File: src/rtl/exec_unit.sv
// exec_unit: execute stage between the register-file read ports and its write-back port.
// Latency: 1 cycle for ALU ops; WIDTH+1 edges from accept to result for the iterative MUL.
// Backpressure: in_ready drops for WIDTH cycles while a multiply iterates; otherwise one op per cycle.
//
// Ports:
//   clk, rst                 clock and synchronous active-high reset
//   in_valid / in_ready      op handshake; op taken when both are high at a rising edge
//   op, rs_data, rt_data     opcode and the two operands (Read_Data, Read_Data2)
//   rd_in, wb_en_in          destination index and write-back request
//   ALU_WB, wb_rd, CNTRL_RS  registered result, destination and one-cycle write strobe
//   busy                     a multiply is iterating
//   illegal                  one-cycle pulse when an unsupported op is accepted
//
// Build option EXEC_MUL_EN: when defined, op 111 is a shift-add multiply.
// When undefined, op 111 completes in one cycle with a zero result, no
// write strobe, and an illegal pulse; busy is tied low.
module exec_unit #(
  parameter int WIDTH = 32
) (
  input  logic             clk,
  input  logic             rst,
  input  logic             in_valid,
  output logic             in_ready,
  input  logic [2:0]       op,
  input  logic [WIDTH-1:0] rs_data,
  input  logic [WIDTH-1:0] rt_data,
  input  logic [4:0]       rd_in,
  input  logic             wb_en_in,
  output logic [WIDTH-1:0] ALU_WB,
  output logic [4:0]       wb_rd,
  output logic             CNTRL_RS,
  output logic             busy,
  output logic             illegal
);

  localparam int SW = $clog2(WIDTH);

  localparam logic [2:0] OP_ADD = 3'b000;
  localparam logic [2:0] OP_SUB = 3'b001;
  localparam logic [2:0] OP_AND = 3'b010;
  localparam logic [2:0] OP_OR  = 3'b011;
  localparam logic [2:0] OP_XOR = 3'b100;
  localparam logic [2:0] OP_SLT = 3'b101;
  localparam logic [2:0] OP_SLL = 3'b110;
  localparam logic [2:0] OP_MUL = 3'b111;

  logic [WIDTH-1:0] w_alu;
  logic             w_accept;
  logic             w_wb_strobe;

  // Single-cycle result; MUL yields 0 here (its result comes from the iterator).
  always_comb begin
    w_alu = '0;
    case (op)
      OP_ADD: w_alu = rs_data + rt_data;
      OP_SUB: w_alu = rs_data - rt_data;
      OP_AND: w_alu = rs_data & rt_data;
      OP_OR:  w_alu = rs_data | rt_data;
      OP_XOR: w_alu = rs_data ^ rt_data;
      OP_SLT: w_alu = {{(WIDTH-1){1'b0}}, ($signed(rs_data) < $signed(rt_data))};
      OP_SLL: w_alu = rs_data << rt_data[SW-1:0];
      OP_MUL: w_alu = '0;
      default: w_alu = '0;
    endcase
  end

  // r0 is hardwired: never strobe a write to it.
  assign w_wb_strobe = wb_en_in && (rd_in != 5'd0);
  assign w_accept    = in_valid && in_ready;

`ifdef EXEC_MUL_EN

  typedef enum logic {S_IDLE = 1'b0, S_MUL = 1'b1} state_t;

  state_t           r_state;
  logic [WIDTH-1:0] r_mcand;
  logic [WIDTH-1:0] r_mplier;
  logic [WIDTH-1:0] r_acc;
  logic [SW-1:0]    r_cnt;
  logic [4:0]       r_rd;
  logic             r_wb_en;
  logic [WIDTH-1:0] w_acc_next;

  // The final add of the last iteration is folded into the write-back value.
  assign w_acc_next = r_acc + (r_mplier[0] ? r_mcand : '0);

  assign in_ready = !rst && (r_state == S_IDLE);
  assign busy     = (r_state == S_MUL);

  always_ff @(posedge clk) begin
    if (rst) begin
      r_state  <= S_IDLE;
      ALU_WB   <= '0;
      wb_rd    <= '0;
      CNTRL_RS <= 1'b0;
      illegal  <= 1'b0;
      r_mcand  <= '0;
      r_mplier <= '0;
      r_acc    <= '0;
      r_cnt    <= '0;
      r_rd     <= '0;
      r_wb_en  <= 1'b0;
    end else begin
      CNTRL_RS <= 1'b0;
      illegal  <= 1'b0;
      case (r_state)
        S_IDLE: begin
          if (w_accept) begin
            if (op == OP_MUL) begin
              r_mcand  <= rs_data;
              r_mplier <= rt_data;
              r_rd     <= rd_in;
              r_wb_en  <= wb_en_in;
              r_acc    <= '0;
              r_cnt    <= '0;
              r_state  <= S_MUL;
            end else begin
              ALU_WB   <= w_alu;
              wb_rd    <= rd_in;
              CNTRL_RS <= w_wb_strobe;
            end
          end
        end
        S_MUL: begin
          r_acc    <= w_acc_next;
          r_mcand  <= r_mcand << 1;
          r_mplier <= r_mplier >> 1;
          r_cnt    <= r_cnt + 1'b1;
          if (r_cnt == SW'(WIDTH - 1)) begin
            ALU_WB   <= w_acc_next;
            wb_rd    <= r_rd;
            CNTRL_RS <= r_wb_en && (r_rd != 5'd0);
            r_state  <= S_IDLE;
          end
        end
        default: r_state <= S_IDLE;
      endcase
    end
  end

`else

  assign in_ready = !rst;
  assign busy     = 1'b0;

  always_ff @(posedge clk) begin
    if (rst) begin
      ALU_WB   <= '0;
      wb_rd    <= '0;
      CNTRL_RS <= 1'b0;
      illegal  <= 1'b0;
    end else begin
      CNTRL_RS <= 1'b0;
      illegal  <= 1'b0;
      if (w_accept) begin
        // w_alu is already 0 for op 111; it completes as a no-write op.
        ALU_WB <= w_alu;
        wb_rd  <= rd_in;
        if (op == OP_MUL) begin
          illegal <= 1'b1;
        end else begin
          CNTRL_RS <= w_wb_strobe;
        end
      end
    end
  end

`endif

endmodule

File: config.mk
export PLATFORM = sky130hd
export DESIGN_NAME = exec_unit
export DESIGN_NICKNAME = d
export VERILOG_FILES = /design/src/rtl/exec_unit.sv
export SDC_FILE = /design/constraint.sdc
export NUM_CORES = 1
export LEC_CHECK = 0
export CORE_AREA = 2 2 126 128
export DETAILED_ROUTE_END_ITERATION = 8
export DIE_AREA = 0 0 128 130
export PLACE_DENSITY = 0.79
export RECOVER_POWER = 25
export SETUP_SLACK_MARGIN = 0.4
export SYNTH_ARGS = -nofsm -noshare
export SYNTH_HDL_FRONTEND = slang
export SYNTH_SLANG_ARGS = --single-unit
File: constraint.sdc
create_clock -name clk -period 5.95 [get_ports clk]
set_input_delay 0.8925 -clock clk [delete_from_list [all_inputs] [get_ports clk]]
set_output_delay 0.8925 -clock clk [all_outputs]
set_load 0.01 [all_outputs]
# Word level (Yosys, flattened, before mapping)
# Index checks and enable logic that the tools add are counted.
totals:
  regBits: 39
  elab_cells: 28
classes:
  reduce_logical: 7
  n_lt_le_gt_ge: 1
  n_addsub: 2
  eq_ne: 7
  n_mux: 2
  shift: 1
  n_bitwise: 4
ops:
  columns: ["operator", "n"]
  rows:
  - ["$pmux 32 s8", 1]
  - ["$add 32x32->32", 1]
  - ["$and 32x32->32", 1]
  - ["$lt 32x32->1", 1]
  - ["$or 32x32->32", 1]
  - ["$shl 32x5->32", 1]
  - ["$sub 32x32->32", 1]
  - ["$xor 32x32->32", 1]
  - ["$eq 3x3->1 const B", 4]
  - ["$eq 3x2->1 const B", 2]
  - ["$reduce_bool 5->1", 1]
  - ["$eq 3x1->1 const B", 1]
  - ["$logic_not 3->1", 1]
  - ["$reduce_or 3->1", 1]
  - ["$logic_and 1x1->1", 2]
  - ["$reduce_or 2->1", 1]
  - ["$logic_not 1->1", 1]
  - ["$mux 1", 1]
  - ["$not 1->1", 1]

# Logic depth before layout (Yosys ltp)
# Gate-level depths: netlist of the first run.
depth:
  word_depth: 4
  depth_mapped: 14
  mapped_depth_nobuf: 12

# Worst setup path after synthesis of the first run
# Ideal clock, no wire load.
synth_path:
  path_type: "input to register"
  startpoint: "input rt_data[2]"
  endpoint: "register ALU_WB[26]"
  path_slack_ns: 2.301
  path_buffers: 3
  t_required_ns: 5.816
  stages: 14
  arrival_time_ns: 3.515
  cell_sequence: "buf_2 clkinv_1 clkbuf_1 ha_1 buf_2 nor2_1 o21ai_0 nand3_1 a211oi_1 or4_4 a211oi_2 and4b_1 a31oi_1 a311oi_1"
synth_via:
  elab_chain_len: 2
  word_cells_on_any_way: 4
  classes_between: "2 x add/sub; 1 x shift; 1 x mux"
synth_rtl:
  columns: ["element", "line", "text"]
  rows:
  - ["from (decl)", "26", "input logic [WIDTH-1:0] rt_data,"]
  - ["$sub 32x32->32, or another cell as far along", "56", "OP_SUB: w_alu = rs_data - rt_data;"]
  - ["$pmux 32 s8 (*)", "54", "case (op)"]
  - ["to (signal assigned)", "157", "ALU_WB <= w_alu;"]
  - ["to (decl)", "29", "output logic [WIDTH-1:0] ALU_WB,"]
# Every way passes the cells marked *; elsewhere a longest branch is shown, timed or not.
# A chain may end at the register's enable or synchronous reset.

# Worst setup path after layout of the first run
layout_path:
  startpoint: "input rt_data[3]"
  endpoint: "register ALU_WB[31]"
# The elaborated chain is that of the path after synthesis.

==> results.json, run 1 <==
{
  "status": "finished, violations left",
  "violations": "capacitance limit, slew limit",
  "muxShareOfSynthArea": 0.118,
  "dieArea_mm2": 0.0166,
  "crit_type": "input pin to flip-flop",
  "gp_congestion": 1.10,
  "htreeDepth": 2,
  "avgViaCountPerCell": 6.86,
  "grt_pass1_vias": 8725,
  "synth_cell_types": 89,
  "yosys_register_bits": 39,
  "groute.usage.overall": 0.396,
  "power_frac_comb": 0.559,
  "cp_cell_sequence": "clkdlybuf4s50_1, buf_4, inv_2, ha_1, nor2_1, and2_1, o31a_1, o21ai_1, nand2_1, a31oi_1, o21a_1, mux2_2, o32ai_1",
  "cp.required_ps": 6160,
  "wirelength_um": 34000,
  "cts_buffers": 5,
  "hold_path.class": "flip-flop to flip-flop",
  "syn_nets": 1323,
  "skew_ps": 0,
  "clock-root-buffer": "clkbuf_16",
  "p_sw_frac": 0.436,
  "p_seq_frac": 0.194,
  "grt_pass1_wl_um": 50300,
  "fin_crit_sh": 0.737,
  "reg2regPathDepth": 7,
  "cts.path.max_buffers": 2,
  "ctsResizeCount": 0,
  "synth.area.top_cells": "ha_1 (15%), dfxtp_1 (9.4%), a21oi_1 (6.8%)",
  "r2r-end": "ALU_WB[16]",
  "netlist_instances": 1148,
  "port_buffers": 115,
  "post_cts_buffers": 0,
  "n_fill_cell": 1495,
  "grt_max_degree": 41,
  "vias": 9603,
  "p_per_area_mw_per_mm2": 157,
  "drtIter0Drc": 1353,
  "worstSetupStartpoint": "rt_data[3]",
  "route.met2.wl_um": 14600,
  "highest_layer": "met4",
  "synth_compound_area_frac": 0.315,
  "cp-endpoint": "ALU_WB[31]",
  "finalCriticalPeriod_ps": 4380,
  "yosys_most_used_dff": "dfxtp_1",
  "wl_per_cell_um": 24.3,
  "timing.fmax_mhz": 228,
  "cts_tree": "built",
  "insertion_delay_ps": 300,
  "internal-power_mw": 0.852,
  "synth_edf_count": 0,
  "slew_violations": 35,
  "pin_count": 117,
  "initial_utilization": 0.536,
  "rsz0062_at_grt": "false",
  "synth_top_area_frac": 0.147,
  "async_flop_share": 0,
  "max-cap-violations": 1,
  "max-vdd-ir-drop_mv": 0.101,
  "r2r_setup_slack_ps": 4530,
  "cp_slowest_cell": "ha_1",
  "die_h_um": 130,
  "cp.arrival_ps": 4600,
  "cts_hold_buffers": 0,
  "ant_nets": 0,
  "grt-ovfl-total": 0,
  "fin_hold_ws_ps": 483,
  "crit_path_end_kind": "flip-flop",
  "power_mw": 1.51,
  "wl_met3_um": 3530,
  "netlist.top_cell.by_area": "ha_1",
  "leakage_nw": 4.05,
  "die_w_um": 128,
  "clock_sinks": 39,
  "synth_xor_area_frac": 0.0286,
  "synth_top_family_by_area": "compound AO/OA/AOI/OAI gates",
  "yosysSeqAreaShare": 0.0944,
  "drc": 0,
  "stdcell_count": 1400,
  "worstMarginPinSlew_ps": 1870,
  "synthAdderAreaFrac": 0.152,
  "fin_tns_setup_ps": 0,
  "synth_area_mm2": 0.00827,
  "p_sw_mw": 0.659,
  "dp.final_hpwl_um": 26000,
  "dp_cells": 1391,
  "hold_viol": 0,
  "synth_area_per_cell_um2": 7.20,
  "relSlewSlack": -0.249,
  "ys_warn_count": 0,
  "slowest_delay_ps": 550,
  "wl_met1_um": 13100,
  "layout-drive-gt1-share": 0.0862,
  "clock_power_share": 0.247,
  "start_kind": "input pin",
  "setup_viol": 0,
  "antenna_found_initial": 0,
  "num_rows": 46,
  "r2r_start": "ALU_WB[16]",
  "drt-pass1-iter-count": 7,
  "syn_to_final_growth_pct": 16.0,
  "finalCoreUtilization": 0.622,
  "num-nets-final": 1381,
  "clkTransAtPathRegs_ps": 70,
  "core_area_mm2": 0.0154,
  "yosys.area_share.simple": 0.198,
  "cp_max_fo": 32
}
## Yosys cell counts, types with 7 or more instances
master and number:
nor2_1 121, a21oi_1 112, ha_1 97, nand2_1 95, inv_1 90, o21ai_0 79, clkbuf_1 48, dfxtp_1 39
mux2i_1 39, nor3_1 36, mux4_2 22, xnor2_1 21, buf_2 18, a221oi_1 17, o211ai_1 17, nand3_1 16
a211oi_1 15, nor2b_1 13, or3_1 12, a31oi_1 11, a21o_1 10, o21bai_1 10, o221ai_1 10, nor4_1 9
o31ai_1 9, mux2_2 8, nand2b_1 8, nand4_1 8, buf_4 7, o21ai_1 7
## routing by layer
metal,track usage,vias up
met1,0.493,4449
met2,0.620,678
met5,0,-
met3,0.0787,187
met4,0.271,0
li1,-,4289
## metrics by stage
stage	cell area [um^2]	setup WS, ps
2_1_floorplan	8270	2300
3_3_place_gp	9410	1410
3_5_place_dp	9410	1380
4_1_cts	9600	1680
5_1_grt	9590	1430
6_report	9590	1570
## layout make-up
cell class,instances,area [um^2],share of cell area
diodes,1,2.50,0.000261
clock buffers,6,129,0.0134
clock inverters,2,60.1,0.00626
inverters,100,375,0.0391
multi-input cells,925,6720,0.700
flip-flops and latches,39,781,0.0814
well taps,192,240,0.0250
repair buffers,135,1290,0.134
## cell families (layout without fill, tap and decap cells)
family | Yosys count | in the layout
other | 1 | 2
AND/OR/NAND/NOR | 349 | 349
XOR/XNOR | 27 | 27
flip-flops | 39 | 39
adder cells (fa/ha/maj) | 99 | 99
AO/OA/AOI/OAI | 380 | 380
buffers and inverters | 184 | 243
multiplexers | 69 | 69
## placed cells by master (no fill, tap or decap), drive strengths merged, types with 6 or more instances in the layout
cell	synthesis	layout
nor2	121	121
a221oi	23	23
buf	36	20
dlygate4sd3	0	14
nor2b	13	13
a211oi	18	18
o21ai	86	86
o211ai	17	17
mux2	8	8
a21o	10	10
nor3	39	39
mux4	22	22
clkbuf	48	8
xor2	6	6
or3	12	12
nor4	10	10
mux2i	39	39
nand2b	8	8
nand3	18	18
clkdlybuf4s50	0	99
nand2	95	95
dfxtp	39	39
a21oi	117	117
xnor2	21	21
and3	6	6
o221ai	10	10
o21bai	11	11
ha	97	97
o31ai	11	11
inv	96	96
o211a	6	6
nand4	8	8
a31oi	12	12
a311oi	8	8
## power by group through the flow
stage	logic [mW]	registers [mW]	clock network (mW)
2_1_floorplan	0.527	0.308	0
3_3_place_gp	0.812	0.299	0
3_5_place_dp	0.813	0.299	0
4_1_cts	0.818	0.293	0.371
5_1_grt	0.895	0.295	0.381
6_report	0.845	0.293	0.372
## state kept, by name (all words and copies together), names as in the netlist
name      cells
ALU_WB       32
CNTRL_RS      1
illegal       1
wb_rd         5
## critical path, delay by kind of cell
family	cells	cell delay (ps)
compound gates	5	1310
buf+inv	3	1010
fa+ha+maj	1	550
simple gates	3	460
mux	1	350
## worst min path at each step
stage               startpoint    endpoint  slack (ps)  cells past startpoint
CTS                 ALU_WB[10]  ALU_WB[10]         490                      2
global route        ALU_WB[15]  ALU_WB[15]         500                      1
floorplan           ALU_WB[10]  ALU_WB[10]         490                      2
detailed placement  ALU_WB[10]  ALU_WB[10]         470                      2
global placement    ALU_WB[10]  ALU_WB[10]         460                      2
finish              ALU_WB[15]  ALU_WB[15]         480                      1
(Power assumes the default switching activity.)
==> run 2: changes to the inputs <==
==> constraint.sdc (replaced) <==
create_clock -name clk -period 4.4 [get_ports clk]
set_input_delay 0.66 -clock clk [delete_from_list [all_inputs] [get_ports clk]]
set_output_delay 0.66 -clock clk [all_outputs]
set_load 0.01 [all_outputs]
==> results.json, run 2 (synthesis gave the netlist of run 1 again) <==
{
  "wirelength_um": 35800,
  "fin_crit_sh": 0.880,
  "cp_max_fo": 11,
  "final_common_cell": "nor2_1",
  "grt_pass1_wl_um": 53600,
  "insertion_delay_ps": 290,
  "layout_common_cells": "nor2_1 (121), a21oi_1 (112), clkdlybuf4s50_1 (98)",
  "cp_cell_sequence": "clkdlybuf4s50_1, inv_1, ha_1, o21ai_1, a21oi_1, o2111a_1, o41ai_2, a311oi_2, a311oi_2, xnor2_1, a21oi_1, o32ai_1",
  "layout-drive-gt1-share": 0.113,
  "num_rows": 46,
  "setup_viol": 0,
  "relSlewSlack": -0.111,
  "cp_slowest_cell": "clkdlybuf4s50_1",
  "slew_violations": 34,
  "multi_input_area_mm2": 0.00672,
  "power_mw": 2.03,
  "cp.arrival_ps": 3990,
  "drc": 0,
  "ant_nets": 0,
  "clkTransAtPathRegs_ps": 70,
  "n_antenna_cell": 0,
  "skew_ps": 0,
  "wl_per_cell_um": 25.0,
  "cp.required_ps": 4520,
  "fin_tns_setup_ps": 0,
  "wl_met3_um": 3620,
  "violations": "capacitance limit, slew limit",
  "finalCoreUtilization": 0.639,
  "finalCriticalPeriod_ps": 3870,
  "slowest_delay_ps": 630,
  "post_cts_buffers": 0,
  "fin_hold_ws_ps": 478,
  "clock_sinks": 39,
  "cts.path.max_buffers": 2,
  "timing.fmax_mhz": 258,
  "route.met2.wl_um": 15400,
  "grt-ovfl-total": 0,
  "die_h_um": 130,
  "cts_hold_buffers": 0,
  "num-nets-final": 1417,
  "drt-pass1-iter-count": 6,
  "dp_slack_ps": 363,
  "antenna_found_initial": 0,
  "reg_top3": "ALU_WB: 32 flops, wb_rd: 5 flops",
  "port_buffers": 115,
  "max-vdd-ir-drop_mv": 0.151,
  "largest_register_ffs": 32,
  "syn_to_final_growth_pct": 19.1,
  "cts_tree": "built",
  "drtIter0Drc": 1178,
  "groute.usage.overall": 0.426,
  "clock-root-buffer": "clkbuf_16",
  "crit_type": "input pin to flip-flop",
  "vias": 9730,
  "gp_congestion": 1.04,
  "worstMarginPinSlew_ps": 1670,
  "core_area_mm2": 0.0154,
  "pin_count": 117,
  "htreeDepth": 2,
  "cts_buffers": 5,
  "hold_path.class": "flip-flop to flip-flop",
  "die_w_um": 128,
  "grt_max_degree": 43,
  "initial_utilization": 0.536,
  "regMostFlops": "ALU_WB",
  "avgViaCountPerCell": 6.78,
  "crit_path_end_kind": "flip-flop",
  "max-cap-violations": 1,
  "rsz0062_at_grt": "false",
  "hold_viol": 0,
  "final-seq-area_um2": 781,
  "start_kind": "input pin",
  "setup_slack_ps": 526,
  "ctsResizeCount": 0,
  "p_per_area_mw_per_mm2": 206,
  "dp.final_hpwl_um": 27800,
  "n_fill_cell": 1475,
  "grt_pass1_vias": 9156,
  "highest_layer": "met4",
  "dieArea_mm2": 0.0166,
  "wl_met1_um": 13600,
  "leakage_nw": 4.23,
  "status": "finished, violations left"
}
==> run 2: changes by cell type in the layout (fill, tap and decap cells not counted), sizes merged <==
cell           before  now
clkdlybuf4s50      99   98
diode               1    0
bufinv              2    1
clkinv              4    6
buf                20   57
clkbuf              8    6
dlygate4sd3        14   15
==> run 2: path summary, 6_finish.rpt <==
kind	startpoint	slack, ps	to	cells past startpoint
max	rs_data[12]	530	ALU_WB[31]	12
min	ALU_WB[15]	480	ALU_WB[15]	1
max reg2reg	ALU_WB[16]	2960	ALU_WB[16]	7
min reg2reg	ALU_WB[15]	480	ALU_WB[15]	1
==> run 2: area by class of cell <==
cell class                      count  share of cell area
Multi-Input combinational cell    925               0.682
Clock inverter                      3             0.00445
Tap cell                          192              0.0244
Inverter                          100              0.0381
Timing Repair Buffer              171               0.159
Clock buffer                        5              0.0127
Sequential cell                    39              0.0793
==> run 2: routing by layer <==
layer | track usage | up-vias
met5 | 0 | -
met1 | 0.514 | 4478
li1 | - | 4367
met2 | 0.678 | 697
met3 | 0.0910 | 188
met4 | 0.305 | 0
==> run 2: per-stage QoR <==
| stage | instances | cell area [um^2] |
|---|---|---|
| detailed placement | 1427 | 9690 |
| global placement | 1427 | 9690 |
| floorplan | 1148 | 8270 |
| finish | 1435 | 9850 |
| CTS | 1435 | 9850 |
| global route | 1435 | 9850 |
==> run 2: where the power goes <==
group          total, mW  switching, mW  internal (mW)
clock              0.447          0.179          0.268
combinational       1.19          0.719          0.470
sequential         0.396         0.0143          0.381
total               2.03          0.912           1.12
==> run 2: worst max-delay path, delay by kind of cell <==
kind	cells	cell delay [ps]
AOI/OAI and AO/OA	8	1890
buffers and inverters	2	720
adders and majority gates	1	550
xor gates and xnor gates	1	160
==> run 3: changes to the inputs <==
--- a/config.mk
+++ b/config.mk
@@ -6,6 +6,7 @@
 export NUM_CORES = 1
 export LEC_CHECK = 0
 export CORE_AREA = 2 2 126 128
+export CTS_BUF_LIST = sky130_fd_sc_hd__clkbuf_4
 export DETAILED_ROUTE_END_ITERATION = 8
 export DIE_AREA = 0 0 128 130
 export PLACE_DENSITY = 0.79
==> results.json, run 3 (synthesis gave the netlist of run 1 again) <==
{
  "drtIter0Drc": 1125,
  "r2r-end": "ALU_WB[16]",
  "rsz0062_at_grt": "false",
  "cp.required_ps": 4620,
  "leakage_nw": 4.18,
  "hold_start": "ALU_WB[10]",
  "r2r_setup_slack_ps": 2930,
  "pin_count": 117,
  "initial_utilization": 0.536,
  "crit_path_end_kind": "flip-flop",
  "dp_slack_ps": 363,
  "grt_max_degree": 43,
  "reg2regPathDepth": 7,
  "gp_congestion": 1.04,
  "drc": 0,
  "clkTransAtPathRegs_ps": 150,
  "htreeDepth": 2,
  "ctsResizeCount": 0,
  "final-seq-area_um2": 781,
  "port_buffers": 115,
  "timing.fmax_mhz": 265,
  "worstSetupStartpoint": "rs_data[12]",
  "layout-drive-gt1-share": 0.111,
  "grt-ovfl-total": 0,
  "drt-pass1-iter-count": 6,
  "reg_top3": "ALU_WB: 32 flops, wb_rd: 5 flops",
  "grt_pass1_wl_um": 53500,
  "relSlewSlack": -0.150,
  "crit_family": "compound AO/OA/AOI/OAI gates",
  "dp.final_hpwl_um": 27800,
  "slowest_delay_ps": 620,
  "p_per_area_mw_per_mm2": 191,
  "clock-root-buffer": "clkbuf_4",
  "dpl-instance-area_mm2": 0.00969,
  "status": "finished, violations left",
  "cts_buffers": 5,
  "regMostFlops": "ALU_WB",
  "stdcell_count": 1436,
  "hold_path.class": "flip-flop to flip-flop",
  "worstMarginPinSlew_ps": 1720,
  "wirelength_um": 35900,
  "dieArea_mm2": 0.0166,
  "post_cts_buffers": 0,
  "hold-path-cell-count": 2,
  "finalCriticalPeriod_ps": 3770,
  "avgViaCountPerCell": 6.80,
  "clock_sinks": 39,
  "cp.arrival_ps": 3990,
  "setup_viol": 0,
  "layout_common_cells": "nor2_1 (121), a21oi_1 (112), clkdlybuf4s50_1 (100)",
  "cp.buffers_inverters": 2,
  "n_fill_cell": 1479,
  "vias": 9766,
  "largest_register_ffs": 32,
  "hold_viol": 0,
  "start_kind": "input pin",
  "ant_nets": 0,
  "cp_slowest_cell": "clkdlybuf4s50_1",
  "final_common_cell": "nor2_1",
  "multi_input_area_mm2": 0.00672,
  "cp_max_fo": 11,
  "fin_crit_sh": 0.857,
  "num_rows": 46,
  "cts.path.max_buffers": 2,
  "syn_to_final_growth_pct": 18.0,
  "wl_per_cell_um": 25.0,
  "antenna_found_initial": 2,
  "skew_ps": 0,
  "core_area_mm2": 0.0154,
  "setup_slack_ps": 628,
  "hold-path-endpoint": "ALU_WB[10]",
  "fin_tns_setup_ps": 0,
  "groute.usage.overall": 0.425,
  "insertion_delay_ps": 380,
  "max-cap-violations": 1,
  "die_h_um": 130,
  "r2r_start": "ALU_WB[16]",
  "cp_cell_sequence": "clkdlybuf4s50_1, inv_1, ha_1, o21ai_1, a21oi_1, o2111a_1, o41ai_2, a311oi_2, a311oi_2, xnor2_1, a21oi_1, o32ai_1",
  "grt_pass1_vias": 9108,
  "slew_violations": 34,
  "dp_cells": 1427,
  "max-vdd-ir-drop_mv": 0.150,
  "cts_tree": "built",
  "fin_area_mm2": 0.00976,
  "violations": "capacitance limit, slew limit",
  "cts_hold_buffers": 0,
  "num-nets-final": 1417,
  "crit_type": "input pin to flip-flop",
  "finalCoreUtilization": 0.633,
  "die_w_um": 128
}
-- run 3: changes by cell type in the layout (fill, tap and decap cells not counted), sizes merged --
| cell | previous run | this run |
|---|---|---|
| clkbuf | 6 | 8 |
| diode | 0 | 1 |
| clkdlybuf4s50 | 98 | 100 |
| buf | 57 | 55 |
| dlygate4sd3 | 15 | 13 |
-- run 3: worst max path at each step --
stage                             to  slack, ps  depth (start not counted)
final                     ALU_WB[31]        630                         12
after global routing      ALU_WB[26]        510                         13
after CTS                 ALU_WB[31]        780                         12
after detailed placement  ALU_WB[31]        360                         12
after global placement    ALU_WB[31]        380                         12
after floorplan           ALU_WB[26]        980                         14
-- run 3: report_power, final --
part           internal [mW]  switching, mW
Clock                  0.120          0.157
Combinational          0.469          0.718
Sequential             0.382         0.0144
Total                  0.971          0.890
-- run 3: through the flow --
| stage | total power [mW] | hold WS, ps |
|---|---|---|
| 2_1_floorplan | 1.13 | 490 |
| 3_3_place_gp | 1.55 | 463 |
| 3_5_place_dp | 1.55 | 466 |
| 4_1_cts | 1.82 | 502 |
| 5_1_grt | 1.95 | 512 |
| 6_report | 1.86 | 497 |
-- run 3: worst reg2reg max path: stages, from the launching register on --
cell      delay [ps]
dfxtp_1          360
nand2_1          100
o21ai_0          100
a31oi_1          140
o21ai_0          110
a21oi_1          220
o211ai_1         140
and3_1           220
-- run 3: layout make-up --
class                           instances  area share
Multi-Input combinational cell        925       0.688
Clock buffer                            5     0.00385
Timing Repair Buffer                  171       0.160
Sequential cell                        39      0.0800
Inverter                              100      0.0385
Tap cell                              192      0.0246
Clock inverter                          3     0.00449
Antenna cell                            1    0.000256
-- run 3: routing by layer --
layer  GRT usage  vias up  wire length [um]
met2       0.690      686             15700
met1       0.513     4512             13500
met3      0.0882      196              3650
met4       0.281        2              3020
met5           0        -                13
li1            -     4370                 -
==> patch: new RTL, flow settings as in run 3 <==
Change the parameter `WIDTH` from 32 to 16.
--- a/src/rtl/exec_unit.sv
+++ b/src/rtl/exec_unit.sv
@@ -16,5 +16,5 @@
 // write strobe, and an illegal pulse; busy is tied low.
 module exec_unit #(
-  parameter int WIDTH = 32
+  parameter int WIDTH = 16
 ) (
   input  logic             clk,
Interface: changed (resized ALU_WB, rs_data and rt_data); port bits go from 117 to 69. The function was not compared with the original's and may differ.
==> patch against run 3 <==
Cell area fell by 52%. Clock skew unchanged. Total power shrank 56%. Synthesized area fell by 54%. Routed wire length fell by 64%. Setup slack better by 0.016 ns. Sequential cell count shrank 16. Highest routed layer is now met4.
==> patch: results <==
metrics = {
    "layout": {
        "fillCellCount": 1670,
        "drive_above_1_share_pct": 5.35,
        "diodes": 0,
    },
    "timing": {
        "tightest_slew_ns": 0.847,
        "hold-worst-slack_ns": 0.456,
    },
    "setup_path": {
        "r2r-end": "ALU_WB[12]",
        "crit_start": "rt_data[0]",
        "arrival_ns": 3.95,
        "reg2reg_slack_ns": 3.55,
        "slowest_delay_ns": 0.53,
        "crit_fanout": 10,
        "rr_startpoint": "ALU_WB[12]",
        "r2r_cells": 4,
    },
    "clocking": {
        "cts-htree-levels": 1,
        "clk_latency_ns": 0.31,
        "numCtsBuffers": 3,
    },
    "synthesis": {
        "synth_mux_area_share_pct": 5.65,
        "ys_seq_area_share_pct": 12.2,
        "synth_compound_area_share_pct": 31.1,
        "synthAdderAreaFrac_pct": 17.3,
        "syn_nets": 640,
        "synth_xor_area_share_pct": 3.01,
        "yosysUniqueCellTypes": 58,
    },
    "route": {
        "wl_met2_mm": 5.64,
        "vias": 4249,
        "wl_per_cell_um": 16.6,
        "top_layer": "met4",
        "drt_wl_total_mm": 13.1,
        "dr_wl_met3_mm": 1.44,
        "met1Wirelength_mm": 5.59,
        "drtIter0Drc": 519,
    },
    "power_and_ir_drop": {
        "pg_seq_mw": 0.232,
        "leakagePower_nw": 2.06,
        "p_int_mw": 0.474,
        "peakVddDrop_mv": 0.0825,
        "p_seq_share_pct": 28.1,
        "power_clock_mw": 0.103,
    },
    "grt": {
        "track_usage_pct": 15.6,
        "grt_pass1_wl_mm": 21.0,
        "grtUsageMet3_pct": 3.20,
        "grt_max_degree": 28,
        "grt_util_met2_pct": 24.9,
        "met1_usage_pct": 21.1,
    },
    "placement": {
        "place_hpwl_mm": 10.6,
        "globalplace.congestion": 0.969,
        "dp_cells": 786,
    },
    "status": {
        "status": "completed",
    },
    "worst_hold_path": {
        "min_to": "ALU_WB[6]",
        "hp-start": "ALU_WB[6]",
    },
    "run": {
        "maxCapViolCount": 0,
    },
}
-- patch: cell types whose count changed in the layout (fill, tap and decap cells not counted), sizes merged, moves of 17 or more --
cell / change
ha: -48
clkdlybuf4s50: -40
buf: -39
inv: -46
nand2: -46
a21oi: -66
nor2: -54
mux4: -21
mux2i: -21
nor3: -17
o21ai: -51
-- patch: through the flow --
step | util (%) | instance area [um^2]
after floorplan | - | 3780
after global placement | 30.2 | 4660
after detailed placement | 30.2 | 4660
after CTS | 30.4 | 4690
after global routing | 30.4 | 4690
final | 30.4 | 4690
-- patch: area by class of cell --
cell class | count | area (um^2) | area share, %
tap | 192 | 240 | 5.12
clock buffer | 4 | 30.0 | 0.640
multi-input combinational | 437 | 2980 | 63.5
sequential | 23 | 460 | 9.82
timing repair buffer | 84 | 795 | 16.9
inverter | 50 | 188 | 4.00
-- patch: worst min-delay path: cells and delay by family (launching register included) --
kind	cells	cell delay (ns)
AO/OA/AOI/OAI	1	0.05
flip-flops	1	0.32
AND/OR/NAND/NOR	1	0.05
